**config.mk**
```make
export PLATFORM = sky130hd
export DESIGN_NAME = emu_replay_ctrl
export DESIGN_NICKNAME = d
export VERILOG_FILES = /design/src/rtl/emu_replay_ctrl.sv
export SDC_FILE = /design/constraint.sdc
export NUM_CORES = 1
export LEC_CHECK = 0
export BUFFER_PORTS_ARGS = -buffer_cell sky130_fd_sc_hd__buf_2
export CAP_MARGIN = 20
export CORE_ASPECT_RATIO = 1.75
export CORE_MARGIN = 4
export CORE_UTILIZATION = 55
export CTS_BUF_LIST = sky130_fd_sc_hd__clkbuf_4
export DETAILED_ROUTE_END_ITERATION = 10
export HOLD_SLACK_MARGIN = 0.12
export MAX_ROUTING_LAYER = met4
export PLACE_DENSITY = 0.89
export SLEW_MARGIN = 20
export SYNTH_ARGS = -nofsm -noshare
export SYNTH_HDL_FRONTEND = slang
export SYNTH_SLANG_ARGS = --single-unit
export TNS_END_PERCENT = 5
```
**constraint.sdc**
```tcl
create_clock -name clk -period 3.9 [get_ports clk]
set_input_delay 0.39 -clock clk [delete_from_list [all_inputs] [get_ports clk]]
set_output_delay 0.39 -clock clk [all_outputs]
set_load 0.005 [all_outputs]
```
**src/rtl/emu_replay_ctrl.sv**
```systemverilog
// Checkpoint-replay controller: streams a saved image into the FF and MEM chains, then gates the emulated clock.
// Optional trigger output for waveform-dump start is enabled by defining EMU_REPLAY_TRIGGER_EN.
module emu_replay_ctrl #(
    parameter int LOAD_WIDTH  = 64,
    parameter int FF_WORDS    = 16,
    parameter int MEM_WORDS   = 32,
    parameter int CYCLE_WIDTH = 64,
    localparam int MAXW = (FF_WORDS > MEM_WORDS) ? FF_WORDS : MEM_WORDS,
    localparam int AW   = $clog2((MAXW > 2) ? MAXW : 2),
    localparam int IW   = $clog2(FF_WORDS + MEM_WORDS + 1)
) (
    input  logic                   clk,
    input  logic                   rst_n,
    input  logic                   cfg_valid,
    output logic                   cfg_ready,
    input  logic [CYCLE_WIDTH-1:0] cfg_start_cycle,
    input  logic [CYCLE_WIDTH-1:0] cfg_run_cycle,
    input  logic                   ld_valid,
    output logic                   ld_ready,
    input  logic [LOAD_WIDTH-1:0]  ld_data,
    output logic                   chain_wen,
    output logic                   chain_is_mem,
    output logic [AW-1:0]          chain_addr,
    output logic [LOAD_WIDTH-1:0]  chain_wdata,
    input  logic                   stop_req,
    output logic                   emu_clk_en,
    output logic [CYCLE_WIDTH-1:0] cycle,
    output logic                   busy,
    output logic                   done,
    output logic                   aborted
`ifdef EMU_REPLAY_TRIGGER_EN
    ,
    input  logic [CYCLE_WIDTH-1:0] trig_cycle,
    output logic                   trig
`endif
);

    typedef enum logic [2:0] {
        IDLE   = 3'd0,
        LOAD   = 3'd1,
        SETTLE = 3'd2,
        RUN    = 3'd3,
        DONE   = 3'd4
    } state_t;

    state_t                 state_q, state_d;
    logic [IW-1:0]          idx_q;
    logic [CYCLE_WIDTH-1:0] rem_q;
    logic [CYCLE_WIDTH-1:0] cycle_q;
    logic                   abort_q;
    logic                   cfg_accept;
    logic                   last_word;

    assign cfg_accept   = cfg_valid & cfg_ready;
    assign last_word    = (idx_q == IW'(FF_WORDS + MEM_WORDS - 1));
    assign chain_wen    = ld_valid & ld_ready;
    assign chain_wdata  = ld_data;
    assign chain_is_mem = (idx_q >= IW'(FF_WORDS));
    // MEM offset computed modulo 2^AW; the true offset always fits in AW bits.
    assign chain_addr   = chain_is_mem ? (idx_q[AW-1:0] - AW'(FF_WORDS)) : idx_q[AW-1:0];
    assign cycle        = cycle_q;

    always_ff @(posedge clk) begin
        if (!rst_n) begin
            state_q <= IDLE;
        end else begin
            state_q <= state_d;
        end
    end

    always_comb begin
        state_d    = state_q;
        cfg_ready  = 1'b0;
        ld_ready   = 1'b0;
        busy       = 1'b1;
        done       = 1'b0;
        aborted    = 1'b0;
        emu_clk_en = 1'b0;
        case (state_q)
            IDLE: begin
                cfg_ready = 1'b1;
                busy      = 1'b0;
                if (cfg_valid) state_d = LOAD;
            end
            LOAD: begin
                ld_ready = 1'b1;
                if (ld_valid && last_word) state_d = SETTLE;
            end
            SETTLE: begin
                state_d = (rem_q == '0) ? DONE : RUN;
            end
            RUN: begin
                emu_clk_en = ~stop_req;
                // The enabled cycle that consumes the last remaining count ends the run.
                if (stop_req || rem_q == CYCLE_WIDTH'(1)) state_d = DONE;
            end
            DONE: begin
                done    = 1'b1;
                aborted = abort_q;
                state_d = IDLE;
            end
            default: state_d = IDLE;
        endcase
    end

    always_ff @(posedge clk) begin
        if (!rst_n) begin
            idx_q   <= '0;
            rem_q   <= '0;
            cycle_q <= '0;
            abort_q <= 1'b0;
        end else begin
            if (cfg_accept) begin
                idx_q   <= '0;
                rem_q   <= cfg_run_cycle;
                cycle_q <= cfg_start_cycle;
                abort_q <= 1'b0;
            end
            if (chain_wen) idx_q <= idx_q + IW'(1);
            if (emu_clk_en) begin
                cycle_q <= cycle_q + CYCLE_WIDTH'(1);
                rem_q   <= rem_q - CYCLE_WIDTH'(1);
            end
            if (state_q == RUN && stop_req) abort_q <= 1'b1;
        end
    end

`ifdef EMU_REPLAY_TRIGGER_EN
    // Compare against the pre-increment cycle of each enabled RUN cycle.
    always_ff @(posedge clk) begin
        if (!rst_n) begin
            trig <= 1'b0;
        end else begin
            trig <= emu_clk_en && (cycle_q == trig_cycle);
        end
    end
`endif

endmodule

```
==> run summary, run 1 <==
====================================================================================
Maximum level of the CTS H-tree                                                    4
Via density                                                                     6.60
Clock Pin Slew Worst Setup and Hold Paths                                    0.12 ns
Nets@finish                                                                    1,535
Proportion of synthesized flip-flops having asynchronous set or reset             0%
Largest driver fanout on the critical path                                        37
Slew at the pin closest to its max-slew limit                               0.860 ns
Filler cells                                                                   1,262
Share of the clock period used by the worst path after layout                  80.6%
Pre-CTS setup slack                                                         0.959 ns
Clock tree root buffer cell                                                 clkbuf_4
Lkg Pwr                                                                      4.02 nW
Overall Global Routing Usage                                                   37.0%
Count of flip-flops with a built-in enable after synthesis                         0
Startpoint Class                                                          input port
Mean instance size in the synthesized netlist                               7.46 um2
Count of vias placed by the detailed router                                   10,100
Post-layout utilization of the core                                            68.6%
Overall die area                                                          17,600 um2
Buffer count from post-CTS setup fixing                                            0
Worst skew pair latency                                                      0.56 ns
Worst supply voltage drop on vdd                                            0.216 mV
Area grow syn2layout                                                           21.1%
Crit path capture type                                                  primary output
Final hold violation count                                                         0
Core region area                                                          15,000 um2
Most frequent cells in the layout                                       209 x buf_2, 149 x nand2_1, 138 x dfxtp_1, 110 x a21oi_1, 84 x nor2_1
Effective utilization at floorplan                                             56.6%
Required time at the endpoint of the critical path                           3.51 ns
Clock tree from TritonCTS                                                        yes
Pre-Repair DR Iteration Count                                                      8
Share of total power in combinational logic                                    29.1%
Max-slew violations                                                                0
DRC viols                                                                          0
Setup repair after global routing missed its margin                            false
Reported net switching power                                                 1.41 mW
Type of the worst setup path                                               in -> out
Remaining antenna violation count after routing                                    0
#FFs+latches synth                                                               138
Highest clock rate                                                           318 MHz
Clock share of power                                                           26.0%
Final HPWL DP                                                              22,100 um
Via count of the first global-routing pass                                     9,555
Average detailed-routed wire length per instance                             20.8 um
Instance count of the mapped netlist                                           1,138
Detailed router's first-iteration violation count                                804
Max_slew headroom                                                              42.6%
# placed instances                                                             1,416
YS warnings                                                                        0
Cell Count, Final, Fillers Out                                                 1,530
Final Hold Slack                                                            0.140 ns
Pin count of the biggest net entering global routing                              78
CTS sink cnt                                                                     138
Leading register cell type out of synthesis                                  dfxtp_1
Most common cell after layout, fill and taps aside                             buf_2
Crit path time final                                                         3.14 ns
Placed standard-cell area                                                   9170 um2
Final-report setup violation count                                                 0
Max Cap Violations                                                                 0
Area of all placed cells without fillers                                  10,300 um2
Storage element area                                                        2760 um2
Wire length of the first global-routing pass                               49,300 um
Routability congestion estimate                                                 1.01
Maximum clock path buffer count                                                    2
IO buf count                                                                     209
Sequential element share of the synthesized area                               32.6%
Sequential Power Share                                                         44.9%
Die Span Y                                                                    172 um
Post-synth cell types                                                             68
Post-synth net total                                                           1,340
Final WL                                                                   31,800 um
Die extent in x                                                               102 um
Num ports                                                                        338
Initial antenna violation count                                                    1
Post-route clock skew                                                      0.0292 ns
Worst setup margin                                                          0.758 ns
Power after layout                                                           3.87 mW
Sw Share                                                                       36.4%
Multi-input gate area                                                       4940 um2
Total Negative Setup Slacks                                                     0 ns
Cell-internal power                                                          2.46 mW
Result of the run                                                       complete, no violations
Worst min-delay path category                                              in -> reg
Arrival time of the worst setup path                                         2.75 ns
Num CTS Buffers                                                                   17
Summed instance area of the synthesized netlist                             8490 um2
GRT Residual Overflow                                                              0
Share of cells above drive strength 1                                          21.0%
Floorplan row count                                                               59
Pwr Density                                                               377 nW/um2
====================================================================================
-- worst max-delay path, cell delays in order --
cell and delay [ns]:
dlygate4sd3_1 0.55, buf_2 0.13, nand4bb_2 0.50, inv_1 0.49, buf_4 0.46, buf_2 0.20
-- kinds of logic after synthesis --
logic type / Yosys count / synth area share, %
AO/OA/AOI/OAI: 290 / 21.8
XOR/XNOR: 20 / 2.06
adder cells (fa/ha/maj): 5 / 0.737
buffers and inverters: 146 / 9.48
flip-flops: 138 / 32.6
multiplexers: 15 / 1.86
AND/OR/NAND/NOR: 524 / 31.5
-- cell usage after synthesis (6+ instances only) --
library cell,count,area [um2]
a211oi_1,11,82.6
a21oi_1,110,551
a221oi_1,6,52.6
a22oi_1,6,45.0
a31oi_1,30,188
and2_1,6,37.5
and3_1,26,163
buf_1,13,48.8
buf_4,68,510
clkbuf_1,48,180
dfxtp_1,138,2760
inv_1,15,56.3
mux2_2,6,67.6
mux2i_1,9,90.1
nand2_1,150,563
nand3_1,58,290
nand4_1,31,194
nor2_1,84,315
nor3_1,48,240
nor4_1,39,244
o211ai_1,23,173
o21a_1,11,82.6
o21ai_0,34,170
o22ai_1,6,37.5
o311ai_0,14,123
o31a_1,9,78.8
or2_2,7,43.8
or3_1,22,138
or4_1,13,97.6
xnor2_1,8,70.1
xor2_1,12,105
-- power by group through the flow --
stage	Clock (mW)	Sequential (mW)	Combinational (mW)
after global placement	0	1.75	1.01
after detailed placement	0	1.76	1.03
after floorplan	0	1.72	0.728
after CTS	1.02	1.73	1.10
final	1.00	1.74	1.13
after global routing	1.07	1.76	1.23
-- per-layer routing --
layer	wire length (um)	global-route usage, %	vias up
met2	15600	61.3	666
li1	-	-	4563
met1	9700	35.4	4586
met4	3470	32.3	0
met3	2980	8.48	283
met5	0	-	-
-- final timing paths --
| path | slack, ns | cells after the start | endpoint | startpoint |
|---|---|---|---|---|
| setup / recovery | 0.76 | 6 | emu_clk_en | stop_req |
| hold / removal | 0.14 | 3 | cycle[41] | cfg_start_cycle[41] |
| setup reg to reg | 0.97 | 6 | cycle[53] | cycle[29] |
| hold reg to reg | 0.52 | 2 | cycle[38] | cycle[38] |
-- state kept, by name, indices dropped and copies added, names as in the netlist --
register  count
rem_q        64
idx_q         6
state_q       3
cycle        64
abort_q       1
-- layout make-up --
| cell class | instances | share of cell area [%] |
|---|---|---|
| clock inverters | 13 | 1.47 |
| inverters | 16 | 0.584 |
| flip-flops and latches | 138 | 26.9 |
| diodes | 1 | 0.0244 |
| clock buffers | 19 | 1.39 |
| multi-input cells | 854 | 48.1 |
| repair buffers | 306 | 19.4 |
| well taps | 183 | 2.23 |
-- repair_timing --
item                                    in CTS  in global routing
endpoints found under the setup margin       0                  0
resized for setup                            0                  0
hold buffers                                80                  1
hold endpoints to repair                    80                  1
Power figures use the tool's default switching activity.
==> run 2, diff against run 1 <==
Settings changed: ABC_AREA from default to 1, CORE_UTILIZATION 55 to 54, PLACE_DENSITY 0.89 to 0.83.
Clock period 3.9 ns to 3 ns, I/O delays scaled along.
==> run 2 against run 1 <==
  * Design area up 30%
  * Worst hold slack improved by 0.031 ns
  * Register-to-register slack got worse by 0.62 ns
  * Non-clock buffer count grew 46
  * Combinational power increased to 4.0 times the previous value
  * Area after synthesis increased by 31%
  * Via count grew 40%
  * Sequential cell count did not move
  * Routed wire length rose by 54%
  * Critical endpoint is now cycle[16]
  * Largest cell class unchanged
==> run summary, run 2 <==
====================================================================================
Result of the run                                                       complete, no violations
GRT Residual Overflow                                                              0   unchanged
Wire length of the first global-routing pass                               73,500 um   +49%
Leading cell types by count after synthesis                             669 x nand2_1, 411 x nor2_1, 182 x inv_1
Overall Global Routing Usage                                                   43.7%   +6.8 points
Nets@finish                                                                    2,436   +59%
Die Span Y                                                                    198 um   +15%
Lkg Pwr                                                                      5.92 nW   +47%
Remaining antenna violation count after routing                                    0   unchanged
Final hold violation count                                                         0   unchanged
Max Cap Violations                                                                 0   unchanged
Average detailed-routed wire length per instance                             19.7 um   -5.3%
Buffer count from post-CTS setup fixing                                            0   unchanged
YS warnings                                                                        0   unchanged
Initial antenna violation count                                                    1   unchanged
Final HPWL DP                                                              35,200 um   +59%
Clock tree from TritonCTS                                                        yes
Number of cells upsized or downsized after cts                                     0   unchanged
Slew at the pin closest to its max-slew limit                               0.650 ns   -0.210 ns
Cell taking the most area after synthesis                                    dfxtp_1
Maximum level of the CTS H-tree                                                    4   unchanged
Final Hold Slack                                                            0.171 ns   +0.0313 ns
IO buf count                                                                     209   unchanged
Startpoint Class                                                            register
Routability congestion estimate                                                 1.04   +3.4%
Max_slew headroom                                                              56.6%   +14 points
Instance count of the mapped netlist                                           1,993   +75%
DRC viols                                                                          0   unchanged
Share of cells above drive strength 1                                          13.4%   -7.5 points
#FFs+latches synth                                                               138   unchanged
Effective utilization at floorplan                                             54.7%   -2.0 points
Maximum clock path buffer count                                                    2   unchanged
Crit path capture type                                                      register
Area share of the largest cell type after synthesis                            24.9%   -7.6 points
Floorplan row count                                                               69   +17%
Overall die area                                                          23,000 um2   +31%
Clock Pin Slew Worst Setup and Hold Paths                                    0.14 ns   +0.02 ns
Leading register cell type out of synthesis                                  dfxtp_1
Filler cells                                                                   1,881   +49%
Num CTS Buffers                                                                   17   unchanged
Dominant cell by count in the synthesized netlist                            nand2_1
Count of vias placed by the detailed router                                   14,200   +40%
Highest clock rate                                                           377 MHz
Total Negative Setup Slacks                                                     0 ns   unchanged
Die extent in x                                                               116 um   +14%
Clock tree root buffer cell                                                 clkbuf_4
Post-route clock skew                                                      0.0245 ns   -0.00475 ns
Worst skew pair latency                                                      0.64 ns   +0.08 ns
Top cells by area in the synthesized netlist                            dfxtp_1 25%, nand2_1 23%, nor2_1 14%, inv_1 6.2%, nand3_1 6.1%
Via density                                                                     5.67   -14%
Post-synth net total                                                           2,195   +64%
Detailed router's first-iteration violation count                              1,205   +50%
Area of all placed cells without fillers                                  13,300 um2   +30%
Most common cell after layout, fill and taps aside                           nand2_1
Cell Count, Final, Fillers Out                                                 2,496   +63%
Mean instance size in the synthesized netlist                               5.56 um2   -25%
Post-synth cell types                                                             41   -40%
Pin count of the biggest net entering global routing                              89   +14%
Num ports                                                                        338   unchanged
Final-report setup violation count                                                 0   unchanged
Max-slew violations                                                                0   unchanged
Worst supply voltage drop on vdd                                            0.548 mV   +150%
Area grow syn2layout                                                           20.4%
Placed standard-cell area                                                 11,800 um2   +28%
Share of the clock period used by the worst path after layout                  88.3%
Multi-input gate area                                                       6780 um2   +37%
Proportion of synthesized flip-flops having asynchronous set or reset             0%   unchanged
Storage element area                                                        2760 um2   unchanged
Crit path time final                                                         2.65 ns
CTS sink cnt                                                                     138   unchanged
Most frequent cells in the layout                                       669 x nand2_1, 411 x nor2_1, 209 x buf_2, 181 x inv_1, 138 x dfxtp_1
Summed instance area of the synthesized netlist                           11,100 um2   +31%
Arrival time of the worst setup path                                         3.17 ns   +0.42 ns
Final WL                                                                   49,100 um   +54%
Setup repair after global routing missed its margin                            false
Count of flip-flops with a built-in enable after synthesis                         0   unchanged
Type of the worst setup path                                              reg -> reg
Pre-Repair DR Iteration Count                                                      9   +1
Pwr Density                                                               662 nW/um2   +76%
Via count of the first global-routing pass                                    14,000   +46%
# placed instances                                                             2,334   +65%
Required time at the endpoint of the critical path                           3.52 ns   about the same
Largest driver fanout on the critical path                                        57   +54%
Sequential element share of the synthesized area                               24.9%   -7.6 points
Core region area                                                          20,300 um2   +35%
Worst setup slack for register-to-register paths                             0.35 ns   -0.62 ns
Worst min-delay path category                                              in -> reg
====================================================================================
==> run 2: critical path, stage by stage (launching register included) <==
cell	delay, ns
dfxtp_1	0.44
nor2_1	0.10
nand2_2	0.11
inv_2	0.06
nand2_2	0.36
nand2_1	0.20
inv_4	0.50
buf_12	0.32
nand2_1	0.09
a31oi_1	0.34
==> run 2: metal layers <==
metal  global-route usage [%]  share of wire, %
met3                     10.1               8.7
met5                        -                 0
met1                     38.0                30
met2                     73.1                49
met4                     44.5                13
==> run 2: cell type report <==
type	instances	share of cell area (%)
inverter	187	5.28
clock buffer	19	1.07
clock inverter	13	1.12
multi-input combinational	1538	50.8
sequential	138	20.7
timing repair buffer	352	18.7
tap	248	2.32
antenna	1	0.0187
==> run 2: report_power, final <==
| group | leakage, nW | internal, mW | switching [mW] |
|---|---|---|---|
| sequential | 1.13 | 2.22 | 0.640 |
| combinational | 4.63 | 1.47 | 3.10 |
| clock | 0.158 | 0.587 | 0.816 |
==> run 2: worst paths after layout <==
| path | startpoint | endpoint | depth (start not counted) |
|---|---|---|---|
| max | state_q[1] | cycle[16] | 9 |
| min | cfg_run_cycle[18] | rem_q[18] | 5 |
| max reg2reg | state_q[1] | cycle[16] | 9 |
| min reg2reg | idx_q[1] | idx_q[1] | 2 |
==> run 2: logic make-up (layout without fill, tap and decap cells) <==
| kind of cell | after synthesis | count (layout) | synth area share (%) |
|---|---|---|---|
| adder cells (fa/ha/maj) | 5 | 5 | 0.564 |
| other | 0 | 1 | 0 |
| buffers and inverters | 317 | 571 | 13.9 |
| AND/OR/NAND/NOR | 1319 | 1319 | 49.1 |
| flip-flops | 138 | 138 | 24.9 |
| XOR/XNOR | 24 | 24 | 1.90 |
| AO/OA/AOI/OAI | 190 | 190 | 9.59 |
==> run 2: what timing repair did <==
item | CTS | global route
endpoints found under the hold margin | 132 | 0
endpoints found under the setup margin | 0 | 0
hold buffers | 129 | 0
==> run 2: through the flow <==
| step | power (mW) | utilization [%] | worst slack [ns] |
|---|---|---|---|
| final | 8.83 | 65.8 | 0.350 |
| after global routing | 9.38 | 65.8 | 0.198 |
| after CTS | 8.63 | 65.8 | 0.636 |
| after detailed placement | 7.13 | 58.0 | 0.648 |
| after global placement | 7.06 | 58.0 | 0.744 |
| after floorplan | 5.71 | - | 1.30 |
